**config.mk**
```make
export PLATFORM = sky130hd
export DESIGN_NAME = dsp_main
export DESIGN_NICKNAME = d
export VERILOG_FILES = /design/src/rtl/dsp_main.sv
export SDC_FILE = /design/constraint.sdc
export NUM_CORES = 1
export LEC_CHECK = 0
export BUFFER_PORTS_ARGS = -buffer_cell sky130_fd_sc_hd__buf_2
export CORE_ASPECT_RATIO = 1.75
export CORE_MARGIN = 2
export CORE_UTILIZATION = 40
export DETAILED_ROUTE_END_ITERATION = 12
export GPL_TIMING_DRIVEN = 0
export SYNTH_ARGS = -nofsm -noshare
export SYNTH_HDL_FRONTEND = slang
export SYNTH_SLANG_ARGS = --single-unit
```
**constraint.sdc**
```tcl
create_clock -name clk -period 3.6 [get_ports clk]
set_input_delay 0.36 -clock clk [delete_from_list [all_inputs] [get_ports clk]]
set_output_delay 0.36 -clock clk [all_outputs]
set_load 0.05 [all_outputs]
```
**src/rtl/dsp_main.sv**
```systemverilog
// Audio DSP core: internal sample-rate divider and one-pole low-pass IIR.
// Captures one PCM sample per tick and holds the filtered result for a sample period.
`timescale 1ns/1ps
module dsp_main #(
   parameter int DATA_W      = 16,
   parameter int CLK_DIV     = 64,
   parameter int ALPHA_SHIFT = 3
) (
   input  logic                     clk,
   input  logic                     rst_n,
   input  logic signed [DATA_W-1:0] sample_in,
   output logic signed [DATA_W-1:0] sample_out
);
   localparam int CW = $clog2(CLK_DIV);
   localparam int AW = DATA_W + ALPHA_SHIFT;

   localparam logic [CW-1:0] CNT_LAST = CW'(CLK_DIV - 1);
   localparam logic [CW-1:0] CNT_ZERO = '0;
   localparam logic [CW-1:0] CNT_ONE  = CW'(1);

   localparam logic signed [AW-1:0] Y_MAX = AW'((2 ** (DATA_W - 1)) - 1);
   localparam logic signed [AW-1:0] Y_MIN = AW'(-(2 ** (DATA_W - 1)));

   logic        [CW-1:0]     cnt_q, cnt_d;
   logic signed [DATA_W-1:0] x_q;
   logic signed [AW-1:0]     acc_q, acc_d;
   logic signed [DATA_W-1:0] out_q;

   logic                     tick;
   logic                     upd_acc;
   logic                     upd_out;
   logic signed [AW-1:0]     x_ext;
   logic signed [AW-1:0]     y_full;
   logic signed [DATA_W-1:0] y_sat;

   assign tick    = (cnt_q == CNT_LAST);
   assign upd_acc = (cnt_q == CNT_ZERO);
   assign upd_out = (cnt_q == CNT_ONE);

   assign cnt_d  = tick ? CNT_ZERO : cnt_q + CNT_ONE;
   assign x_ext  = AW'(x_q);
   assign acc_d  = acc_q + x_ext - (acc_q >>> ALPHA_SHIFT);
   assign y_full = acc_q >>> ALPHA_SHIFT;

   // Clamp cannot trigger with this acc width; it guards against wrap only.
   always_comb begin
      y_sat = y_full[DATA_W-1:0];
      if (y_full > Y_MAX) begin
         y_sat = Y_MAX[DATA_W-1:0];
      end else if (y_full < Y_MIN) begin
         y_sat = Y_MIN[DATA_W-1:0];
      end
   end

   always_ff @(posedge clk) begin
      if (!rst_n) begin
         cnt_q <= '0;
         x_q   <= '0;
         acc_q <= '0;
         out_q <= '0;
      end else begin
         cnt_q <= cnt_d;
         if (tick) begin
            x_q <= sample_in;
         end
         if (upd_acc) begin
            acc_q <= acc_d;
         end
         if (upd_out) begin
            out_q <= y_sat;
         end
      end
   end

   assign sample_out = out_q;

endmodule

```
* After elaboration in Yosys (flattened, before gate mapping)
Index checks and enable logic that the tools add are counted.
** Word-level totals
- Flip-flop bits (word level) :: 57
- Input port bits :: 18
- Output and inout port bits :: 16
- Word-level logic and storage cells :: 16
** Cells by class
- $add $sub $neg :: 3
- Order comparisons :: 2
- Equal/unequal tests :: 2
- Mux-type cells :: 2
- Bitwise logic cells :: 1
- Reduce and logical (&&, ||, !) cells :: 2
** Operators by type and width (number)
- $mux W16 :: 2
- $add A19 B16 Y19 :: 1
- $sub A19 B16 Y19 :: 1
- $gt A16 B16 Y1 const B :: 1
- $lt A16 B16 Y1 const B :: 1
- $add A6 B1 Y6 const B :: 1
- $eq A6 B1 Y1 const B :: 1
- $eq A6 B6 Y1 const B :: 1
- $logic_not A6 Y1 :: 1
- $reduce_or A2 Y1 :: 1
- $not A1 Y1 :: 1

* Depth between registers and ports, before layout
Gate-level depths: netlist (run 1).
- Depth in word-level cells :: 3
- Gate-level depth with buffers :: 11
- Depth with buffers taken out :: 11

* Least setup slack after synthesis (run 1)
OpenSTA, ideal clock, no wires.
- Path type :: reg-to-reg
- Start point :: register x_q[15]
- End point :: register acc_q[18]
- Library setup time :: 0.070 ns
- Arrival :: 2.493 ns
- Data required time :: 3.530 ns
- Path slack :: 1.038 ns
- Cell stages (with the launch flop) :: 12
- Buffers on the path :: 1
- Period minus slack after synthesis :: 2.562 ns
- Path through :: dfxtp_1 inv_1 fa_1 inv_1 ha_1 clkbuf_1 nand4_1 or3_1 nor3_1 o31ai_1 a31o_2 a21oi_1
** On the way
- Longest elaborated chain between the ends :: 2
** Ends and longest elaborated chain
- start: declaration :: RTL line 25 : logic signed [DATA_W-1:0] x_q;
- start signal: assignment :: RTL line 64 : x_q <= sample_in;
- $add A19 B16 Y19 :: RTL line 42 : assign acc_d = acc_q + x_ext - (acc_q >>> ALPHA_SHIFT);
- $sub A19 B16 Y19 :: RTL line 42
- end signal: assignment :: RTL line 59 : acc_q <= '0;
- end signal: assignment :: RTL line 67 : acc_q <= acc_d;
- end: declaration :: RTL line 26 : logic signed [AW-1:0] acc_q, acc_d;
Every way passes these cells.
A chain may end at the register's enable or synchronous reset.

* Worst setup path after layout (run 1)
- Start point :: register acc_q[4]
- End point :: register acc_q[11]
** On the way
- Longest elaborated chain between the ends :: 2
** Ends and longest elaborated chain (RTL line)
- $add A19 B16 Y19 :: 42
- $sub A19 B16 Y19 * :: 42
Mark *: on every way between the ends. The rest lies on a longest branch, timed or not.

==> results of run 1 <==
cell families after synthesis:
group	Yosys count	share of synthesized area [%]
buffers and inverters	93	10.3
multiplexers	1	0.310
AND/OR/NAND/NOR	152	18.9
AO/OA/AOI/OAI	102	17.4
XOR/XNOR	16	3.85
flip-flops	57	31.4
adder cells (fa/ha/maj)	41	17.8
cell usage after synthesis (all sizes together), types with 2 or more instances:
| cell | n | area, um^2 |
|---|---|---|
| xor2 | 7 | 61.3 |
| fa | 18 | 360 |
| nor2b | 3 | 18.8 |
| a21oi | 59 | 295 |
| o21a | 3 | 22.5 |
| inv | 76 | 285 |
| a2111oi | 2 | 17.5 |
| o21ai | 7 | 38.8 |
| nor3 | 6 | 30.0 |
| nand2 | 97 | 369 |
| dfxtp | 57 | 1140 |
| ha | 23 | 288 |
| or3 | 2 | 12.5 |
| and3 | 6 | 38.8 |
| nand4 | 5 | 31.3 |
| nand3 | 11 | 55.1 |
| o22ai | 4 | 31.3 |
| nor2 | 14 | 52.6 |
| buf | 5 | 25.0 |
| xnor2 | 9 | 78.8 |
| a211oi | 2 | 15.0 |
| a21o | 7 | 52.6 |
| a41oi | 2 | 17.5 |
| and2 | 2 | 12.5 |
| o211ai | 3 | 27.5 |
| o21bai | 2 | 15.0 |
| clkbuf | 12 | 65.1 |
| o31ai | 3 | 22.5 |
final timing paths:
path	endpoint	depth (start not counted)	startpoint
worst max-delay path	acc_q[11]$_SDFFE_PN0N_	10	acc_q[4]$_SDFFE_PN0N_
worst min-delay path	x_q[10]$_SDFFE_PN0P_	3	sample_in[10]
worst max register to register	acc_q[11]$_SDFFE_PN0N_	10	acc_q[4]$_SDFFE_PN0N_
worst min register to register	sample_out[4]$_SDFFE_PN0N_	2	sample_out[4]$_SDFFE_PN0N_
power breakdown:
group	internal (W)	switching, W	leakage (nW)	total [W]
sequential	0.000726	0.000126	0.464	0.000852
clock	0.000484	0.000312	0.135	0.000796
combinational	0.000891	0.00134	1.25	0.00223
layout make-up:
| type | count | area share, % |
|---|---|---|
| Multi-Input combinational cell | 312 | 50.1 |
| Sequential cell | 57 | 27.0 |
| Inverter | 76 | 6.74 |
| Clock buffer | 10 | 5.65 |
| Timing Repair Buffer | 33 | 3.90 |
| Tap cell | 120 | 3.55 |
| Buffer | 17 | 2.13 |
| Clock inverter | 6 | 1.01 |
worst reg2reg max path, cell delays in order, from the launching register on:
cell and delay, ns:
dfxtp_1 0.44, inv_1 0.09, fa_1 0.50, inv_1 0.04, ha_1 0.36, a21oi_1 0.32, o211ai_2 0.23, a41oi_1 0.41
a22oi_1 0.15, xnor2_1 0.30, a211oi_1 0.12
routing by layer:
metal | up-vias | GRT usage (%)
li1 | 1592 | -
met1 | 1478 | 18.2
met2 | 45 | 40.3
met3 | 32 | 3.18
met4 | 0 | 15.8
met5 | - | 0
registers in the layout, indices dropped and copies added (netlist names):
signal      count
acc_q          19
sample_out     16
x_q            16
cnt_q           6
through the flow:
| step | setup WS, ns | utilization (%) | hold WS [ns] | area, um^2 | power [W] |
|---|---|---|---|---|---|
| after global routing | 0.315 | 47.1 | 0.273 | 4230 | 0.00423 |
| after detailed placement | 0.572 | 44.0 | 0.447 | 3950 | 0.00309 |
| after floorplan | 1.04 | - | 0.436 | 3640 | 0.00253 |
| after CTS | 0.567 | 47.1 | 0.261 | 4230 | 0.00389 |
| after global placement | 0.633 | 44.0 | 0.445 | 3950 | 0.00305 |
| final | 0.523 | 47.1 | 0.265 | 4230 | 0.00388 |
==> summary.md, run 1 <==
| Metric | Value |
|---|---|
| Status | completed |
| Placed cell count | 615 |
| Cells after Synth | 462 |
| Final setup viols | 0 |
| Clk_skew | 0.00647 ns |
| I/O pins | 34 |
| Htree depth | 3 |
| Worst Setup Start Kind | flip-flop |
| Core area | 8980 um^2 |
| Detailed Route WL | 9450 um |
| IO Port Bufs | 33 |
| Multi-input combinational cell area | 2120 um^2 |
| TritonCTS Buffers | 9 |
| Post-CTS Setup Bufs | 0 |
| Layout cells sized above 1 | 13.5% |
| Critical Path AT | 3.28 ns |
| Buf/Inv on CP | 2 |
| Wire length on met3 | 235 um |
| Largest fanout on the critical path | 5 |
| R2r setup slk | 0.52 ns |
| #FFs+latches synth | 57 |
| Sequential cell area fraction in the yosys report | 31.4% |
| Post-DP HPWL | 7720 um |
| Pleak | 1.85 nW |
| 1st-iter DRT viols | 162 |
| Tightest Pin Transition | 0.590 ns |
| Gr usage total | 20.3% |
| CTS Sinks | 57 |
| Drt wl/cell | 15.0 um |
| Setup tns final | 0 ns |
| Clock tree buffer depth | 2 |
| Drc violations | 0 |
| Largest net degree at the start of global routing | 12 |
| Delay of the slowest critical-path stage | 0.50 ns |
| Met2 wire length | 5400 um |
| Post-synthesis cell type count | 49 |
| Number of global-route vias before repair | 3168 |
| Post-Syn Area | 3640 um^2 |
| Net count after synthesis | 521 |
| Kind of cell adding the most delay to the critical path | compound AO/OA/AOI/OAI gates |
| CP most frequent cell | inv_1 |
| Unrepaired setup endpoints after global routing | no |
| # Max-Cap Violations | 0 |
| P&R area growth vs syn | 16.4% |
| Cts repair resizes | 0 |
| DR pass1 iterations | 4 |
| Initial Utilization | 40.5% |
| Antenna diodes | 0 |
| Final worst-path cycle share | 85.5% |
| Post-synth EDFFs | 0 |
| Die height | 130 um |
| Vias per cell | 4.99 |
| Yosys Warn Count | 0 |
| ANT nets after route | 0 |
| WL met1 | 3220 um |
| First-pass GRT wire length | 15300 um |
| Hold buffers post-CTS | 0 |
| Worst skew pair latency | 0.33 ns |
| Root Driver | clkbuf_16 |
| Max Fclk | 0.325 GHz |
| Crit-path slowest cell | fa_1 |
| Critical path capture point type | flip-flop |
| Critical path class | flip-flop to flip-flop |
| GP Congestion | 0.861 |
| Register Area | 1140 um^2 |
| Max_slew headroom | 60.6% |
| Reg clk slew, reported paths | 0.06 ns |
| Initial antenna violation count | 0 |
| Synthesized area per cell | 7.87 um^2 |
| Total grt overflow | 0 |
| Max-slew violations | 0 |
| Most frequent cells in the layout | 95 x nand2_1, 76 x inv_1, 59 x a21oi_1, 57 x dfxtp_1, 38 x buf_2 |
| Routed vias | 3147 |
| Final Non-Filler Cells | 631 |
| Class of the worst hold path | input pin to flip-flop |
| TritonCTS clock tree | done |
| Final Critical Period | 3.08 ns |
| Fin. Hold Viols | 0 |
| Most common cell after layout, fill and taps aside | nand2_1 |
| # rows | 46 |
| Pwr Density | 916 nW/um^2 |
| Peak VDD IR | 0.428 mV |
| # fillers | 957 |
| DIE WIDTH | 76.1 um |
| Nets | 565 |
| Required @ worst endpoint | 3.81 ns |
| Ordered cell list for the critical path | inv_1, fa_1, inv_1, ha_1, a21oi_1, o211ai_2, a41oi_1, a22oi_1, xnor2_1, a211oi_1 |
| Synth Flop Type | dfxtp_1 |
| Async SR Flop Fraction | 0% |
| Die area | 9900 um^2 |
| DR top layer | met4 |
No activity file was read; power rests on OpenSTA's default activity.
==> inputs of run 2 (changes only) <==
==> config.mk (replaced) <==
export PLATFORM = sky130hd
export DESIGN_NAME = dsp_main
export DESIGN_NICKNAME = d
export VERILOG_FILES = /design/src/rtl/dsp_main.sv
export SDC_FILE = /design/constraint.sdc
export NUM_CORES = 1
export LEC_CHECK = 0
export CORE_ASPECT_RATIO = 1.75
export CORE_MARGIN = 2
export CORE_UTILIZATION = 33
export DETAILED_ROUTE_END_ITERATION = 12
export DONT_BUFFER_PORTS = 1
export GPL_TIMING_DRIVEN = 0
export RECOVER_POWER = 25
export SYNTH_ARGS = -nofsm -noshare
export SYNTH_HDL_FRONTEND = slang
export SYNTH_SLANG_ARGS = --single-unit
==> summary.md, run 2 (synthesis results as in run 1) <==
| Metric | Value |
|---|---|
| Status | completed |
| Routed vias | 3048 (-3.1%) |
| Most common cell after layout, fill and taps aside | nand2_1 |
| P&R area growth vs syn | 13.3% |
| Placement Setup Slack | 0.533 ns (-0.0380 ns) |
| Largest fanout on the critical path | 5 (unchanged) |
| Largest net degree at the start of global routing | 11 (-1) |
| Clk_skew | 0.00636 ns (-0.000104 ns) |
| Die height | 143 um (+9.8%) |
| 1st-iter DRT viols | 119 (-27%) |
| Max-slew violations | 0 (unchanged) |
| Root Driver | clkbuf_16 |
| Hold buffers post-CTS | 0 (unchanged) |
| Placed cell count | 592 (-3.7%) |
| Gr usage total | 17.9% (-2.5 points) |
| # fillers | 1118 (+17%) |
| Nets | 532 (-5.8%) |
| Reg clk slew, reported paths | 0.05 ns (about the same) |
| Initial antenna violation count | 0 (unchanged) |
| Pleak | 1.72 nW (-7.2%) |
| Required @ worst endpoint | 3.79 ns (-0.02 ns) |
| ANT nets after route | 0 (unchanged) |
| Most frequent cells in the layout | 95 x nand2_1, 76 x inv_1, 59 x a21oi_1, 57 x dfxtp_1, 23 x ha_1 |
| Post-DP HPWL | 8190 um (+6.1%) |
| Critical path capture point type | flip-flop |
| Setup tns final | 0 ns (unchanged) |
| CTS Sinks | 57 (unchanged) |
| Kind of cell adding the most delay to the critical path | compound AO/OA/AOI/OAI gates |
| Clock tree buffer depth | 2 (unchanged) |
| Class of the worst hold path | input pin to flip-flop |
| Drc violations | 0 (unchanged) |
| Worst Setup Start Kind | flip-flop |
| Final worst-path cycle share | 85.7% (+0.25 points) |
| Die area | 11900 um^2 (+20%) |
| Final setup viols | 0 (unchanged) |
| Initial Utilization | 34.0% (-6.5 points) |
| Pwr Density | 974 nW/um^2 (+6.3%) |
| IO Port Bufs | 0 (-100%) |
| Total grt overflow | 0 (unchanged) |
| Vias per cell | 5.01 (+0.52%) |
| DR pass1 iterations | 6 (+2) |
| Max_slew headroom | 60.8% (+0.16 points) |
| Max Fclk | 0.324 GHz (-0.29%) |
| Layout cells sized above 1 | 7.32% (-6.2 points) |
| Detailed Route WL | 10000 um (+5.9%) |
| Drt wl/cell | 16.5 um (+9.9%) |
| I/O pins | 34 (unchanged) |
| Cts repair resizes | 0 (unchanged) |
| Post-CTS Setup Bufs | 0 (unchanged) |
| Buf/Inv on CP | 2 (unchanged) |
| Final Critical Period | 3.09 ns (+0.00885 ns) |
| Critical Path AT | 3.28 ns (about the same) |
| # rows | 50 (+8.7%) |
| First-pass GRT wire length | 16000 um (+4.9%) |
| Worst skew pair latency | 0.33 ns (about the same) |
| Tightest Pin Transition | 0.588 ns (-0.00240 ns) |
| Ordered cell list for the critical path | inv_1, fa_1, inv_1, ha_1, a21oi_1, o211ai_2, a41oi_1, a22oi_1, xnor2_1, a211oi_1 |
| Delay of the slowest critical-path stage | 0.51 ns (about the same) |
| GP Congestion | 0.958 (+11%) |
| Htree depth | 3 (unchanged) |
| Most flops, register | acc_q |
| Hold slack | 0.162 ns (-0.103 ns) |
| TritonCTS clock tree | done |
| Fin. Hold Viols | 0 (unchanged) |
| Crit-path slowest cell | fa_1 |
| Worst setup margin | 0.514 ns (-0.00885 ns) |
| DIE WIDTH | 83.3 um (+9.6%) |
| Max reg flops | 19 (unchanged) |
| Antenna diodes | 0 (unchanged) |
| Number of global-route vias before repair | 3196 (+0.88%) |
| # Max-Cap Violations | 0 (unchanged) |
| CP most frequent cell | inv_1 |
| Critical path class | flip-flop to flip-flop |
| Unrepaired setup endpoints after global routing | no |
| Peak VDD IR | 0.397 mV (-7.2%) |
| Core area | 10700 um^2 (+19%) |
| TritonCTS Buffers | 9 (unchanged) |
| Final Non-Filler Cells | 608 (-3.6%) |
run 2: cell types whose count changed in the layout (fill, tap and decap cells not counted):
cell        before  now
inv_6            1    0
buf_2           38    5
clkbuf_1        10   11
clkinv_4         1    0
clkinvlp_4       2    1
bufinv_16        0    2
run 2: routing by layer:
metal	vias to the layer above	routed length, um	track usage, %
li1	1535	-	-
met1	1452	3310	15.5
met2	41	5990	36.2
met3	20	298	3.47
met4	0	410	11.2
met5	-	0	0
run 2: path summary, 6_finish.rpt:
check	end	start	depth (start not counted)	slack, ns
setup / recovery	acc_q[11]$_SDFFE_PN0N_	acc_q[4]$_SDFFE_PN0N_	10	0.51
setup reg to reg	acc_q[11]$_SDFFE_PN0N_	acc_q[4]$_SDFFE_PN0N_	10	0.51
hold / removal	x_q[11]$_SDFFE_PN0P_	sample_in[11]	2	0.16
hold reg to reg	x_q[9]$_SDFFE_PN0P_	x_q[9]$_SDFFE_PN0P_	2	0.45
run 2: power breakdown:
| part | internal (W) | switching [W] | leakage [nW] |
|---|---|---|---|
| sequential | 0.000726 | 0.000183 | 0.464 |
| combinational | 0.000875 | 0.00130 | 1.09 |
| clock | 0.000639 | 0.000285 | 0.162 |
| total | 0.00224 | 0.00177 | 1.72 |
run 2: stage by stage:
stage | utilization, % | total power (W) | area, um^2
CTS | 38.6 | 0.00405 | 4130
floorplan | - | 0.00253 | 3640
detailed placement | 35.5 | 0.00310 | 3800
finish | 38.5 | 0.00401 | 4120
global placement | 35.5 | 0.00306 | 3800
global route | 38.5 | 0.00434 | 4120
run 2: worst register-to-register path, cell delays in order, from the launching register on:
cell,delay [ns]
dfxtp_1,0.43
inv_1,0.10
fa_1,0.51
inv_1,0.04
ha_1,0.37
a21oi_1,0.31
o211ai_2,0.20
a41oi_1,0.38
a22oi_1,0.13
xnor2_1,0.33
a211oi_1,0.13
run 2: cell type report:
type	count	area (um^2)	area share, %
multi-input combinational	312	2120	51.5
sequential	57	1140	27.7
tap	130	163	3.95
clock inverter	5	77.6	1.88
clock buffer	11	253	6.14
buffer	17	80.1	1.94
inverter	76	285	6.93
==> inputs of run 3 (changes only) <==
--- a/config.mk
+++ b/config.mk
@@ -12,6 +12,7 @@
 export DONT_BUFFER_PORTS = 1
 export GPL_TIMING_DRIVEN = 0
 export RECOVER_POWER = 25
+export REMOVE_ABC_BUFFERS = 1
 export SYNTH_ARGS = -nofsm -noshare
 export SYNTH_HDL_FRONTEND = slang
 export SYNTH_SLANG_ARGS = --single-unit
==> summary.md, run 3 (synthesis results as in run 1) <==
| Metric | Value |
|---|---|
| Gr usage total | 16.1% (-1.8 points) |
| Initial Utilization | 34.0% (unchanged) |
| Core area | 10700 um^2 (unchanged) |
| CTS Sinks | 57 (unchanged) |
| Most common cell after layout, fill and taps aside | nand2_1 |
| Nets | 515 (-3.2%) |
| Delay of the slowest critical-path stage | 0.51 ns (about the same) |
| Most flops, register | acc_q |
| Max-slew violations | 0 (unchanged) |
| Total grt overflow | 0 (unchanged) |
| Pleak | 1.65 nW (-3.8%) |
| Clk_skew | 0.00580 ns (-0.000569 ns) |
| Hold buffers post-CTS | 0 (unchanged) |
| Most frequent cells in the layout | 95 x nand2_1, 75 x inv_1, 59 x a21oi_1, 57 x dfxtp_1, 23 x ha_1 |
| Routed vias | 3038 (-0.33%) |
| Most Crowded Layer GR | met2 |
| Max_slew headroom | 42.5% (-18 points) |
| Number of global-route vias before repair | 3113 (-2.6%) |
| Critical path capture point type | flip-flop |
| Detailed Route WL | 8970 um (-10%) |
| Final setup viols | 0 (unchanged) |
| Post-CTS Setup Bufs | 0 (unchanged) |
| Htree depth | 3 (unchanged) |
| Drc violations | 0 (unchanged) |
| Met3 Use GR | 3.35% (-0.12 points) |
| Clock tree buffer depth | 2 (unchanged) |
| Required @ worst endpoint | 3.77 ns (-0.02 ns) |
| Cts repair resizes | 0 (unchanged) |
| ANT nets after route | 0 (unchanged) |
| Unrepaired setup endpoints after global routing | no |
| Final Critical Period | 2.99 ns (-0.0994 ns) |
| Initial antenna violation count | 0 (unchanged) |
| Peak VDD IR | 0.372 mV (-6.5%) |
| Post-DP HPWL | 6850 um (-16%) |
| Max Fclk | 0.335 GHz (+3.3%) |
| GP Congestion | 0.874 (-8.7%) |
| Ordered cell list for the critical path | inv_1, fa_1, inv_1, ha_1, a21oi_1, o21ai_0, a41oi_1, o21ai_0, nand4b_1, o221ai_1 |
| Vias per cell | 5.14 (+2.5%) |
| I/O pins | 34 (unchanged) |
| Layout cells sized above 1 | 6.07% (-1.2 points) |
| Die height | 143 um (unchanged) |
| 1st-iter DRT viols | 97 (-18%) |
| Die area | 11900 um^2 (unchanged) |
| Critical path class | flip-flop to flip-flop |
| TritonCTS Buffers | 9 (unchanged) |
| P&R area growth vs syn | 9.57% |
| Worst skew pair latency | 0.33 ns (about the same) |
| Crit-path slowest cell | fa_1 |
| IO Port Bufs | 0 (unchanged) |
| Antenna diodes | 0 (unchanged) |
| # rows | 50 (unchanged) |
| First-pass GRT wire length | 14800 um (-7.7%) |
| # Max-Cap Violations | 0 (unchanged) |
| TritonCTS clock tree | done |
| DR pass1 iterations | 4 (-2) |
| Reg clk slew, reported paths | 0.05 ns (about the same) |
| Critical Path AT | 3.16 ns (-0.12 ns) |
| Largest net degree at the start of global routing | 50 (+39) |
| Class of the worst hold path | input pin to flip-flop |
| Drt wl/cell | 15.2 um (-7.8%) |
| DIE WIDTH | 83.3 um (unchanged) |
| Largest fanout on the critical path | 7 (+2) |
| Pwr Density | 943 nW/um^2 (-3.2%) |
| M2 GR Usage | 31.9% (-4.3 points) |
| Tightest Pin Transition | 0.861 ns (+0.273 ns) |
| Fin. Hold Viols | 0 (unchanged) |
| Worst Setup Start Kind | flip-flop |
| Status | completed |
| Final worst-path cycle share | 83.0% (-2.8 points) |
| Met1 usage | 13.9% (-1.6 points) |
| Overall power | 0.00376 W (-6.4%) |
| Root Driver | clkbuf_16 |
| Setup tns final | 0 ns (unchanged) |
| Max reg flops | 19 (unchanged) |
## run 3: routing by layer
layer  share of wire, %  vias to the layer above
li1                   -                     1498
met1                 33                     1437
met2                 58                       73
met3                3.7                       30
met4                5.5                        0
met5                  0                        -
## run 3: metrics by stage
| step | hold slack, ns | util (%) | area (um^2) | setup WS (ns) | std cells |
|---|---|---|---|---|---|
| 6_report | 0.168 | 37.2 | 3980 | 0.613 | 591 |
| 5_1_grt | 0.176 | 37.2 | 3980 | 0.415 | 591 |
| 4_1_cts | 0.163 | 37.2 | 3980 | 0.616 | 591 |
| 3_5_place_dp | 0.448 | 34.7 | 3710 | 0.627 | 575 |
| 3_3_place_gp | 0.444 | 34.7 | 3710 | 0.662 | 575 |
| 2_1_floorplan | 0.436 | - | 3550 | 1.02 | 445 |
## run 3: report_power, final
part           switching [W]  leakage [nW]  total (W)  internal (W)
Sequential          0.000174         0.464   0.000901      0.000727
Combinational        0.00121          1.05    0.00208      0.000867
Clock               0.000282         0.139   0.000780      0.000499
## run 3: cell type report
cell class              count  area [um^2]
multi-input cells         312         2120
fillers                  1141         6710
inverters                  76          285
clock inverters             3         15.0
clock buffers              13          260
flip-flops and latches     57         1140
well taps                 130          163
## run 3: path summary, 6_finish.rpt
check                                              end  depth (start not counted)              startpoint  slack, ns
worst max-delay path            acc_q[13]$_SDFFE_PN0N_                         10  acc_q[10]$_SDFFE_PN0N_       0.61
worst min-delay path              x_q[10]$_SDFFE_PN0P_                          2           sample_in[10]       0.17
worst max register to register  acc_q[13]$_SDFFE_PN0N_                         10  acc_q[10]$_SDFFE_PN0N_       0.61
worst min register to register   acc_q[1]$_SDFFE_PN0N_                          2   acc_q[1]$_SDFFE_PN0N_       0.45
## run 3: worst max-delay path: cells and delay by family (launching register included)
family | cells | cell delay (ns)
compound gates | 5 | 1.22
fa+ha+maj | 2 | 0.89
flops | 1 | 0.42
buf+inv | 2 | 0.15
simple gates | 1 | 0.15
